File: src/rtl/fft_frame_ctrl.sv
// fft_frame_ctrl
//   Frames a stream of complex samples for an external 8-point, 3-stage FFT
//   datapath. Eight input samples are collected, the packed frame is held on
//   dp_in while the datapath works for LAT cycles, the result is captured
//   into an output buffer and then streamed out in natural order.
//
// Parameters
//   N    sample component width W = 2**N bits (two's complement)
//   LAT  datapath latency in cycles, 1..15
//
// Build option
//   FFT_FRAME_CTRL_BITREV_EN  defined: input samples are written in 3-bit
//                             bit-reversed slot order (DIT datapath).
//                             undefined: natural slot order.
//
// Ports
//   clk, rst              clock, asynchronous active-high reset
//   s_valid/s_ready       input sample handshake
//   s_re, s_im            input sample
//   dp_in                 packed frame to datapath (slot k: re at [2kW+:W],
//                         im at [(2k+1)W+:W])
//   dp_res                packed datapath result, same layout
//   m_valid/m_ready       output sample handshake
//   m_re, m_im, m_last    output sample, m_last on the 8th of a frame
//   frame_cnt             completed frames, wraps 255 -> 0
//
// state    | meaning
// ---------+---------------------------------------------------------
// LOAD     | accept 8 samples into the input buffer
// RUN      | hold dp_in, wait LAT cycles, capture dp_res
// DRAIN    | stream the 8 captured results downstream

module fft_frame_ctrl #(
  parameter int N   = 4,
  parameter int LAT = 3
) (
  input  logic                clk,
  input  logic                rst,
  input  logic                s_valid,
  output logic                s_ready,
  input  logic [2**N-1:0]     s_re,
  input  logic [2**N-1:0]     s_im,
  output logic [16*2**N-1:0]  dp_in,
  input  logic [16*2**N-1:0]  dp_res,
  output logic                m_valid,
  input  logic                m_ready,
  output logic [2**N-1:0]     m_re,
  output logic [2**N-1:0]     m_im,
  output logic                m_last,
  output logic [7:0]          frame_cnt
);

  localparam int W = 2**N;

  localparam logic [1:0] ST_LOAD  = 2'd0;
  localparam logic [1:0] ST_RUN   = 2'd1;
  localparam logic [1:0] ST_DRAIN = 2'd2;

  localparam logic [3:0] WAIT_LAST = 4'(LAT - 1);

  logic [1:0]   state_q, state_d;
  logic [2:0]   cnt_q, cnt_d;
  logic [3:0]   wait_q, wait_d;
  logic [2:0]   rd_q, rd_d;
  logic [7:0]   frame_cnt_q, frame_cnt_d;

  logic [W-1:0] in_re_q  [8];
  logic [W-1:0] in_im_q  [8];
  logic [W-1:0] out_re_q [8];
  logic [W-1:0] out_im_q [8];

  logic         load_acc;
  logic         run_done;
  logic [2:0]   wr_slot;

  // Slot mapping for the write side; the read side is always natural order.
  function automatic logic [2:0] wr_idx(input logic [2:0] c);
`ifdef FFT_FRAME_CTRL_BITREV_EN
    return {c[0], c[1], c[2]};
`else
    return c;
`endif
  endfunction

  assign load_acc = (state_q == ST_LOAD) && s_valid;
  assign run_done = (state_q == ST_RUN) && (wait_q == WAIT_LAST);
  assign wr_slot  = wr_idx(cnt_q);

  always_comb begin
    state_d     = state_q;
    cnt_d       = cnt_q;
    wait_d      = wait_q;
    rd_d        = rd_q;
    frame_cnt_d = frame_cnt_q;
    case (state_q)
      ST_LOAD: begin
        if (s_valid) begin
          cnt_d = cnt_q + 3'd1;             // wraps 7 -> 0 on the last accept
          if (cnt_q == 3'd7) state_d = ST_RUN;
        end
      end
      ST_RUN: begin
        if (wait_q == WAIT_LAST) begin
          wait_d  = 4'd0;
          state_d = ST_DRAIN;
        end else begin
          wait_d = wait_q + 4'd1;
        end
      end
      ST_DRAIN: begin
        if (m_ready) begin
          rd_d = rd_q + 3'd1;
          if (rd_q == 3'd7) begin
            state_d     = ST_LOAD;
            frame_cnt_d = frame_cnt_q + 8'd1;
          end
        end
      end
      default: begin
        state_d = ST_LOAD;
        cnt_d   = 3'd0;
        wait_d  = 4'd0;
        rd_d    = 3'd0;
      end
    endcase
  end

  always_ff @(posedge clk or posedge rst) begin
    if (rst) begin
      state_q     <= ST_LOAD;
      cnt_q       <= 3'd0;
      wait_q      <= 4'd0;
      rd_q        <= 3'd0;
      frame_cnt_q <= 8'd0;
    end else begin
      state_q     <= state_d;
      cnt_q       <= cnt_d;
      wait_q      <= wait_d;
      rd_q        <= rd_d;
      frame_cnt_q <= frame_cnt_d;
    end
  end

  always_ff @(posedge clk or posedge rst) begin
    if (rst) begin
      for (int k = 0; k < 8; k++) begin
        in_re_q[k]  <= '0;
        in_im_q[k]  <= '0;
        out_re_q[k] <= '0;
        out_im_q[k] <= '0;
      end
    end else begin
      if (load_acc) begin
        in_re_q[wr_slot] <= s_re;
        in_im_q[wr_slot] <= s_im;
      end
      if (run_done) begin
        for (int k = 0; k < 8; k++) begin
          out_re_q[k] <= dp_res[2*k*W +: W];
          out_im_q[k] <= dp_res[(2*k+1)*W +: W];
        end
      end
    end
  end

  always_comb begin
    dp_in = '0;
    for (int k = 0; k < 8; k++) begin
      dp_in[2*k*W +: W]     = in_re_q[k];
      dp_in[(2*k+1)*W +: W] = in_im_q[k];
    end
  end

  assign s_ready   = (state_q == ST_LOAD);
  assign m_valid   = (state_q == ST_DRAIN);
  assign m_last    = m_valid && (rd_q == 3'd7);
  assign m_re      = m_valid ? out_re_q[rd_q] : '0;
  assign m_im      = m_valid ? out_im_q[rd_q] : '0;
  assign frame_cnt = frame_cnt_q;

endmodule
File: config.mk
export PLATFORM = sky130hd
export DESIGN_NAME = fft_frame_ctrl
export DESIGN_NICKNAME = d
export VERILOG_FILES = /design/src/rtl/fft_frame_ctrl.sv
export SDC_FILE = /design/constraint.sdc
export NUM_CORES = 1
export LEC_CHECK = 0
export ABC_AREA = 1
export CAP_MARGIN = 10
export CORE_MARGIN = 1
export CORE_UTILIZATION = 25
export DETAILED_ROUTE_END_ITERATION = 6
export GPL_ROUTABILITY_DRIVEN = 0
export GPL_TIMING_DRIVEN = 0
export SKIP_CTS_REPAIR_TIMING = 1
export SYNTH_ARGS = -nofsm -noshare
export SYNTH_HDL_FRONTEND = slang
export SYNTH_SLANG_ARGS = --single-unit
File: constraint.sdc
create_clock -name clk -period 23.8 [get_ports clk]
set_input_delay 4.76 -clock clk [delete_from_list [all_inputs] [get_ports clk]]
set_output_delay 4.76 -clock clk [all_outputs]
set_load 0.01 [all_outputs]
-- Word level (Yosys, flattened, before mapping)
Cells that the tools add are included.
W data, S select, Z words.
- register bits after elaboration: 532
- bits of input ports: 292
- output and inout port bits: 299
- word-level logic and storage cells: 94
- add/subtract/negate cells: 4
- $lt $le $gt $ge: 3
- equal/unequal tests: 10
- mux-type cells: 24
- bitwise gates (word level): 4
- reduce and logical (&&, ||, !) cells: 12
- operators by type and width (cell ; number):
    $bwmux W128 ; 2
    $mux W16 ; 7
    $bmux W16 S3 ; 2
    $demux W16 S3 ; 1
    $pmux W3 S2 ; 2
    $mux W2 ; 5
    $add A8 B1 Y8 const B ; 1
    $ge A4 B4 Y1 const B ; 2
    $ne A2 B1 Y1 const B ; 4
    $not A3 Y4 ; 2
    $pmux W4 S2 ; 1
    $add A3 B1 Y3 const B ; 2
    $eq A3 B3 Y1 const B ; 2
    $mux W3 ; 2
    $pmux W2 S3 ; 1
    $reduce_or A2 Y1 ; 3
    $reduce_and A5 Y1 ; 1
    $add A4 B1 Y4 const B ; 1
    $eq A4 B2 Y1 const B ; 1
    $logic_and A1 B1 Y1 ; 4
    $lt A4 B1 Y1 const B ; 1
    $mux W4 ; 1
    $reduce_and A2 Y1 ; 2
    $reduce_and A3 Y1 ; 1
    other kinds (5) ; 6

-- Logic depth before layout (Yosys ltp)
Gate-level depths: netlist of the first run.
- word-level depth: 6
- mapped depth: 9
- depth with buffers taken out: 9

-- Least setup slack after synthesis of the first run
No wires, ideal clock.
- kind: reg-to-output
- from: register state_q[0]
- to: output port m_im[0]
- data arrival time: 1284 ps
- data required time: 19040 ps
- path slack: 17756 ps
- stages on the path, launching flop included: 7
- buffers on the path: 2
- cells stage by stage: dfrtp_1 inv_1 ha_1 buf_2 buf_1 nand2_1 nor2_1
- cells in the longest elaborated chain, start to end: 2
- ends and longest elaborated chain (element ; RTL line ; text):
    from (decl) ; 61 ; logic [1:0] state_q, state_d;
    from (signal assigned) ; 136 ; state_q <= state_d;
    $eq A2 B2 Y1 ; 175 ; assign m_valid = (state_q == ST_DRAIN);
    $mux W16 ; 178 ; assign m_im = m_valid ? out_im_q[rd_q] : '0;
    to (decl) ; 48 ; output logic [2**N-1:0] m_im,
Every way passes these cells.

-- Worst setup path after layout of the first run
- from: register rd_q[1]
- to: output port m_re[11]
- cells in the longest elaborated chain, start to end: 5
- ends and longest elaborated chain (element ; RTL line ; text):
    from (decl) ; 64 ; logic [2:0] rd_q, rd_d;
    from (signal assigned) ; 139 ; rd_q <= rd_d;
    $not A3 Y4 (not written as such) ; 177 ; assign m_re = m_valid ? out_re_q[rd_q] : '0;
    $bmux W16 S3 ; 177 ;
    $mux W16 (not written as such) (2 in a row) ; 177 ;
    $mux W16 ; 177 ;
    to (decl) ; 47 ; output logic [2**N-1:0] m_re,
Every way passes these cells. The select of a mux whose other input is x is not followed.

==> results of run 1 <==
[registers in the layout, indices dropped and copies added (netlist names)]
signal / flops
out_im_q: 128
frame_cnt: 8
out_re_q: 128
wait_q: 4
dp_in: 256
rd_q: 3
state_q: 2
cnt_q: 3
[kinds of logic (layout without fill, tap and decap cells)]
kind of cell,after synthesis,in the layout,share of synthesized area (%)
and+or+nand+nor,1122,1122,19.8
DFF,532,532,58.3
AOI/OAI and AO/OA,525,525,11.5
buffers and inverters,472,1178,9.45
adders and majority gates,12,12,0.657
xor gates and xnor gates,6,6,0.230
muxes,1,1,0.0493
other,0,4,0
[worst max-delay path by stage]
stage               cells after the start    start         end
finish                                  8  rd_q[1]    m_re[11]
global route                            8  rd_q[1]    m_re[11]
CTS                                     8  rd_q[1]    m_re[11]
detailed placement                      8  rd_q[1]    m_re[11]
global placement                        2      rst  dp_in[219]
floorplan                               1      rst    cnt_q[0]
[worst min-delay path, stage by stage, from the launching register on]
cell     delay [ps]
dfrtp_1         340
nand2_1          50
o21ai_0          60
[per-layer routing]
layer  wire length [um]  up-vias  share of wire (%)
met1              37600     9898                 38
met3               9950      170                 10
met2              47600      853                 48
li1                   -     9685                  -
met5                181        -               0.18
met4               3140       28                3.2
[through the flow]
| step | util, % | power [mW] |
|---|---|---|
| floorplan | - | 2.31 |
| global placement | 33.5 | 3.14 |
| detailed placement | 33.6 | 3.17 |
| CTS | 36.0 | 4.18 |
| global route | 36.0 | 4.41 |
| finish | 36.0 | 4.15 |
[report_power, final]
group	internal [mW]	total, mW	switching (mW)
clock	0.597	0.998	0.401
sequential	1.29	1.45	0.160
combinational	0.695	1.70	1.00
total	2.58	4.15	1.56
[cells in the final DEF, fill, tap and decap left out, types with 22 or more instances in the layout]
cell type | netlist | layout
nand2_1 | 605 | 605
o21ai_1 | 70 | 70
inv_1 | 313 | 312
clkbuf_1 | 13 | 22
o21ai_0 | 196 | 196
buf_2 | 90 | 90
buf_6 | 33 | 33
clkdlybuf4s50_1 | 0 | 590
dfrtp_1 | 532 | 532
a21oi_1 | 258 | 258
nand3_1 | 168 | 168
clkbuf_16 | 0 | 61
nor2_1 | 330 | 330
[area by class of cell]
type | instances | area (um^2) | area share [%]
plain buffers | 159 | 983 | 3.03
repair buffers | 595 | 6040 | 18.6
well taps | 1176 | 1470 | 4.53
multi-input cells | 1666 | 7370 | 22.7
clock buffers | 80 | 1700 | 5.23
flip-flops and latches | 532 | 13300 | 41.0
diodes | 4 | 10.0 | 0.0308
clock inverters | 31 | 410 | 1.26
inverters | 313 | 1180 | 3.64
==> flow_metrics.env, run 1 <==
export IMPL_grt_busiest_layer="met2"
export IMPL_worst_slew_pin_slew_ps=780
export IMPL_met1_usage_pct=24.2
export IMPL_r2r_slack_ps=21540
export IMPL_ctsHtreeMaxLevel=2
export IMPL_die_x_um=304
export IMPL_path_clk_slew_ps=60
export IMPL_p_leak_nw=15.5
export IMPL_regToRegEndpoint="out_re_q[0]"
export IMPL_crit_required_ps=19040
export IMPL_clk_latency_ps=620
export IMPL_num_vias=20634
export IMPL_finalCritPeriodShare_pct=34.9
export IMPL_synth_seq_cells=532
export IMPL_met3_usage_pct=7.40
export IMPL_gr_total_overflow=0
export IMPL_clkSinkCount=532
export IMPL_grt_use_total_pct=20.9
export IMPL_cpMostUsedCell="nand3_1"
export IMPL_dp_cells=4441
export IMPL_yosysMostFrequentCell="nand2_1"
export IMPL_r2r_cells=8
export IMPL_tns_ps=0
export IMPL_start_util_pct=25.3
export IMPL_synth_ff_type="dfrtp_1"
export IMPL_ys_seq_area_share_pct=58.3
export IMPL_firstDrtPassIters=7
export IMPL_min_from="dp_in[67]"
export IMPL_placementRows=110
export IMPL_syn_avg_cell_area_um2=8.55
export IMPL_core_area_um2=90300
export IMPL_grt_max_degree=118
export IMPL_drv_slew=0
export IMPL_wl_um=98500
export IMPL_clock_tree_root_cell="clkbuf_16"
export IMPL_ys_top_cells_by_area="dfrtp_1 (58%), nand2_1 (9.9%), a21oi_1 (5.7%)"
export IMPL_drt_wirelength_per_cell_um=21.6
export IMPL_slowest_delay_ps=620
export IMPL_finalHoldViolCount=0
export IMPL_syn_to_final_growth_pct=42.2
export IMPL_setup_slack_ps=15500
export IMPL_drive_gt1_share_pct=7.55
export IMPL_maxCapViolations=0
export IMPL_grt_use_met2_pct=36.0
export IMPL_ant_nets=0
export IMPL_ys_warn_count=0
export IMPL_rr_startpoint="state_q[1]"
export IMPL_finalSetupViolCount=0
export IMPL_synth_cell_types=24
export IMPL_synth_enable_flop_cells=0
export IMPL_clockBufferDepth=3
export IMPL_path_delay_family="buffers and inverters"
export IMPL_numCtsBuffers=60
export IMPL_hold_path_class="register to register"
export IMPL_die_h_um=304
export IMPL_syn_num_nets=2974
export IMPL_crit_buf_inv=4
export IMPL_critPathArrivalTime_ps=3540
export IMPL_hold_path_depth=2
export IMPL_yosysTopAreaCell="dfrtp_1"
export IMPL_cp_end_kind="output pin"
export IMPL_path_max_fanout=10
export IMPL_cts_tree="built"
export IMPL_cpMaxStageDelayCell="clkdlybuf4s50_1"
export IMPL_ys_async_sr_fraction_pct=100
export IMPL_synth_common_cells="nand2_1 (605), dfrtp_1 (532), nor2_1 (330), inv_1 (313), a21oi_1 (258)"
export IMPL_status="finished, final reports clean"
export IMPL_num_io_pins=591
export IMPL_antenna_found_initial=20
export IMPL_grt_first_pass_wirelength_um=143000
export IMPL_placed_cell_area_um2=30400
export IMPL_fin_cells=4556
export IMPL_slew_headroom_pct=48.0
export IMPL_finalClockSkew_ps=12.4
export IMPL_nFillCells=9428
export IMPL_critPathLaunchType="register"
export IMPL_dp_hpwl_um=76300
export IMPL_grt_pass1_vias=21059
export IMPL_portBuffers=590
export IMPL_ir_drop_mv=0.0792
export IMPL_min_to="dp_in[67]"
export IMPL_crit_path_cell_trace="inv_1 -> buf_2 -> buf_1 -> nand3_1 -> nand3_1 -> nand2_1 -> nor2_1 -> clkdlybuf4s50_1"
export IMPL_rsz0062_at_grt="false"
export IMPL_crit_type="register to output pin"
export IMPL_final_nets=3631
export IMPL_p_per_area_nw_per_um2=128
export IMPL_whs_ps=479
export IMPL_yosysTopAreaCellShare_pct=58.3
export IMPL_drtIter0Drc=1411
export IMPL_timing_fmax_mhz=120
export IMPL_post_place_ws_ps=16110
export IMPL_syn_inst=2670
export IMPL_design_area_um2=32500
export IMPL_drc=0
export IMPL_post_route_min_period_ps=8300
export IMPL_synth_area_um2=22800
export IMPL_die_area_um2=92600
export IMPL_via_per_inst=4.53
Power figures use the tool's default switching activity.
==> run 2: changes to the inputs <==
clock period = 7.6 ns   (was 23.8 ns; I/O delays follow)
==> run 2 against run 1 <==
Compared with the run above: clock power grew to 3.2 times the previous value; register-to-register slack worse by 16000 ps; via count is 0.48% higher; die area stayed put; wire length is 0.45% higher; sequential cell count stayed put; utilization is 0.19 points higher; clock-buffer cell count is 4 higher; critical endpoint is now m_im[4]; largest power group unchanged; highest routed layer unchanged.
==> flow_metrics.env, run 2 (synthesized netlist as in run 1, its figures left out) <==
export IMPL_num_io_pins=591
export IMPL_drt_wirelength_per_cell_um=21.7
export IMPL_crit_required_ps=6080
export IMPL_r2r_slack_ps=5370
export IMPL_clkSinkCount=532
export IMPL_finalCritPeriodShare_pct=65.0
export IMPL_crit_buf_inv=4
export IMPL_largest_reg_flops=256
export IMPL_path_delay_family="buffers and inverters"
export IMPL_dp_cells=4451
export IMPL_clock_tree_root_cell="clkbuf_16"
export IMPL_slowest_delay_ps=690
export IMPL_total_power_mw=13.0
export IMPL_core_area_um2=90300
export IMPL_grt_first_pass_wirelength_um=143000
export IMPL_grt_use_total_pct=21.0
export IMPL_firstDrtPassIters=7
export IMPL_finalHoldViolCount=0
export IMPL_cpMostUsedCell="nor2_1"
export IMPL_drtIter0Drc=1516
export IMPL_fin_cells=4563
export IMPL_gr_total_overflow=0
export IMPL_p_leak_nw=15.5
export IMPL_syn_to_final_growth_pct=43.0
export IMPL_r2r_cells=8
export IMPL_final_util_pct=36.2
export IMPL_antenna_found_initial=24
export IMPL_wl_um=99000
export IMPL_via_per_inst=4.54
export IMPL_post_route_min_period_ps=4940
export IMPL_critPathArrivalTime_ps=3420
export IMPL_nFillCells=9329
export IMPL_die_h_um=304
export IMPL_ant_nets=0
export IMPL_clockBufferDepth=3
export IMPL_crit_type="register to output pin"
export IMPL_wl_met3_um=10400
export IMPL_highest_layer="met5"
export IMPL_num_vias=20733
export IMPL_met2_length_um=47800
export IMPL_final_nets=3641
export IMPL_cts_tree="built"
export IMPL_ctsHtreeMaxLevel=2
export IMPL_status="finished, final reports clean"
export IMPL_critPathLaunchType="register"
export IMPL_crit_path_cell_trace="inv_1 -> buf_2 -> buf_1 -> nand3_1 -> nand2_1 -> nor2_1 -> nor2_1 -> clkdlybuf4s50_1"
export IMPL_grt_pass1_vias=21229
export IMPL_clk_latency_ps=630
export IMPL_drive_gt1_share_pct=7.77
export IMPL_worst_path_stages=8
export IMPL_drv_slew=0
export IMPL_hold_path_depth=2
export IMPL_path_max_fanout=10
export IMPL_dp_hpwl_um=76800
export IMPL_maxCapViolations=0
export IMPL_finalSetupViolCount=0
export IMPL_grt_max_degree=42
export IMPL_p_per_area_nw_per_um2=398
export IMPL_cp_end_kind="output pin"
export IMPL_placed_cell_area_um2=30500
export IMPL_portBuffers=590
export IMPL_placementRows=110
export IMPL_ir_drop_mv=0.233
export IMPL_numCtsBuffers=60
export IMPL_die_x_um=304
export IMPL_whs_ps=481
export IMPL_path_clk_slew_ps=60
export IMPL_hold_path_class="register to register"
export IMPL_cpMaxStageDelayCell="clkdlybuf4s50_1"
export IMPL_mostFrequentLayoutCell="nand2_1"
export IMPL_wl_met1_um=37500
export IMPL_die_area_um2=92600
export IMPL_drc=0
export IMPL_timing_fmax_mhz=202
export IMPL_start_util_pct=25.3
export IMPL_rsz0062_at_grt="false"
export IMPL_slew_headroom_pct=42.1
export IMPL_design_area_um2=32700
export IMPL_worst_slew_pin_slew_ps=868
export IMPL_final_cell_mix="nand2_1 (605), clkdlybuf4s50_1 (590), dfrtp_1 (532)"
export IMPL_finalClockSkew_ps=19.1
## run 2: changes by cell type in the layout (fill, tap and decap cells not counted), sizes merged
cell,delta
buf,+10
clkinv,-5
clkbuf,+4
clkinvlp,-3
inv,+2
diode,-1
## run 2: stage by stage
step	TNS (ps)	setup WS (ps)
finish	0	2660
global route	0	2570
CTS	0	2590
detailed placement	0	3280
global placement	-2700880	-5170
floorplan	-612900	-1150
## run 2: routing by layer
metal / vias up / global-route usage, %
li1: 9706 / -
met1: 10018 / 23.9
met5: - / 0
met3: 179 / 8.19
met2: 796 / 36.0
met4: 34 / 6.26
## run 2: cell type report
cell class	count	area [um^2]	area share (%)
Timing Repair Buffer	605	6210	19.0
Inverter	313	1180	3.61
Sequential cell	532	13300	40.8
Multi-Input combinational cell	1666	7370	22.6
Clock buffer	84	1750	5.37
Clock inverter	25	372	1.14
Buffer	159	983	3.01
Antenna cell	3	7.51	0.0230
Tap cell	1176	1470	4.51
## run 2: where the power goes
group          internal [mW]  switching [mW]
combinational           2.18            3.13
sequential              4.05           0.497
clock                   1.91            1.25
total                   8.14            4.87
## run 2: worst min-delay path: stages (launching register included)
cell,delay [ps]
dfrtp_1,340
nand2_1,50
o21ai_0,60
## run 2: final timing paths
kind                            startpoint            end
worst max-delay path               rd_q[1]        m_im[4]
min in group asynchronous              rst   out_im_q[40]
worst min register to register   dp_in[38]      dp_in[38]
max in group asynchronous              rst     dp_in[194]
worst min-delay path             dp_in[38]      dp_in[38]
worst max register to register  state_q[1]  out_re_q[126]
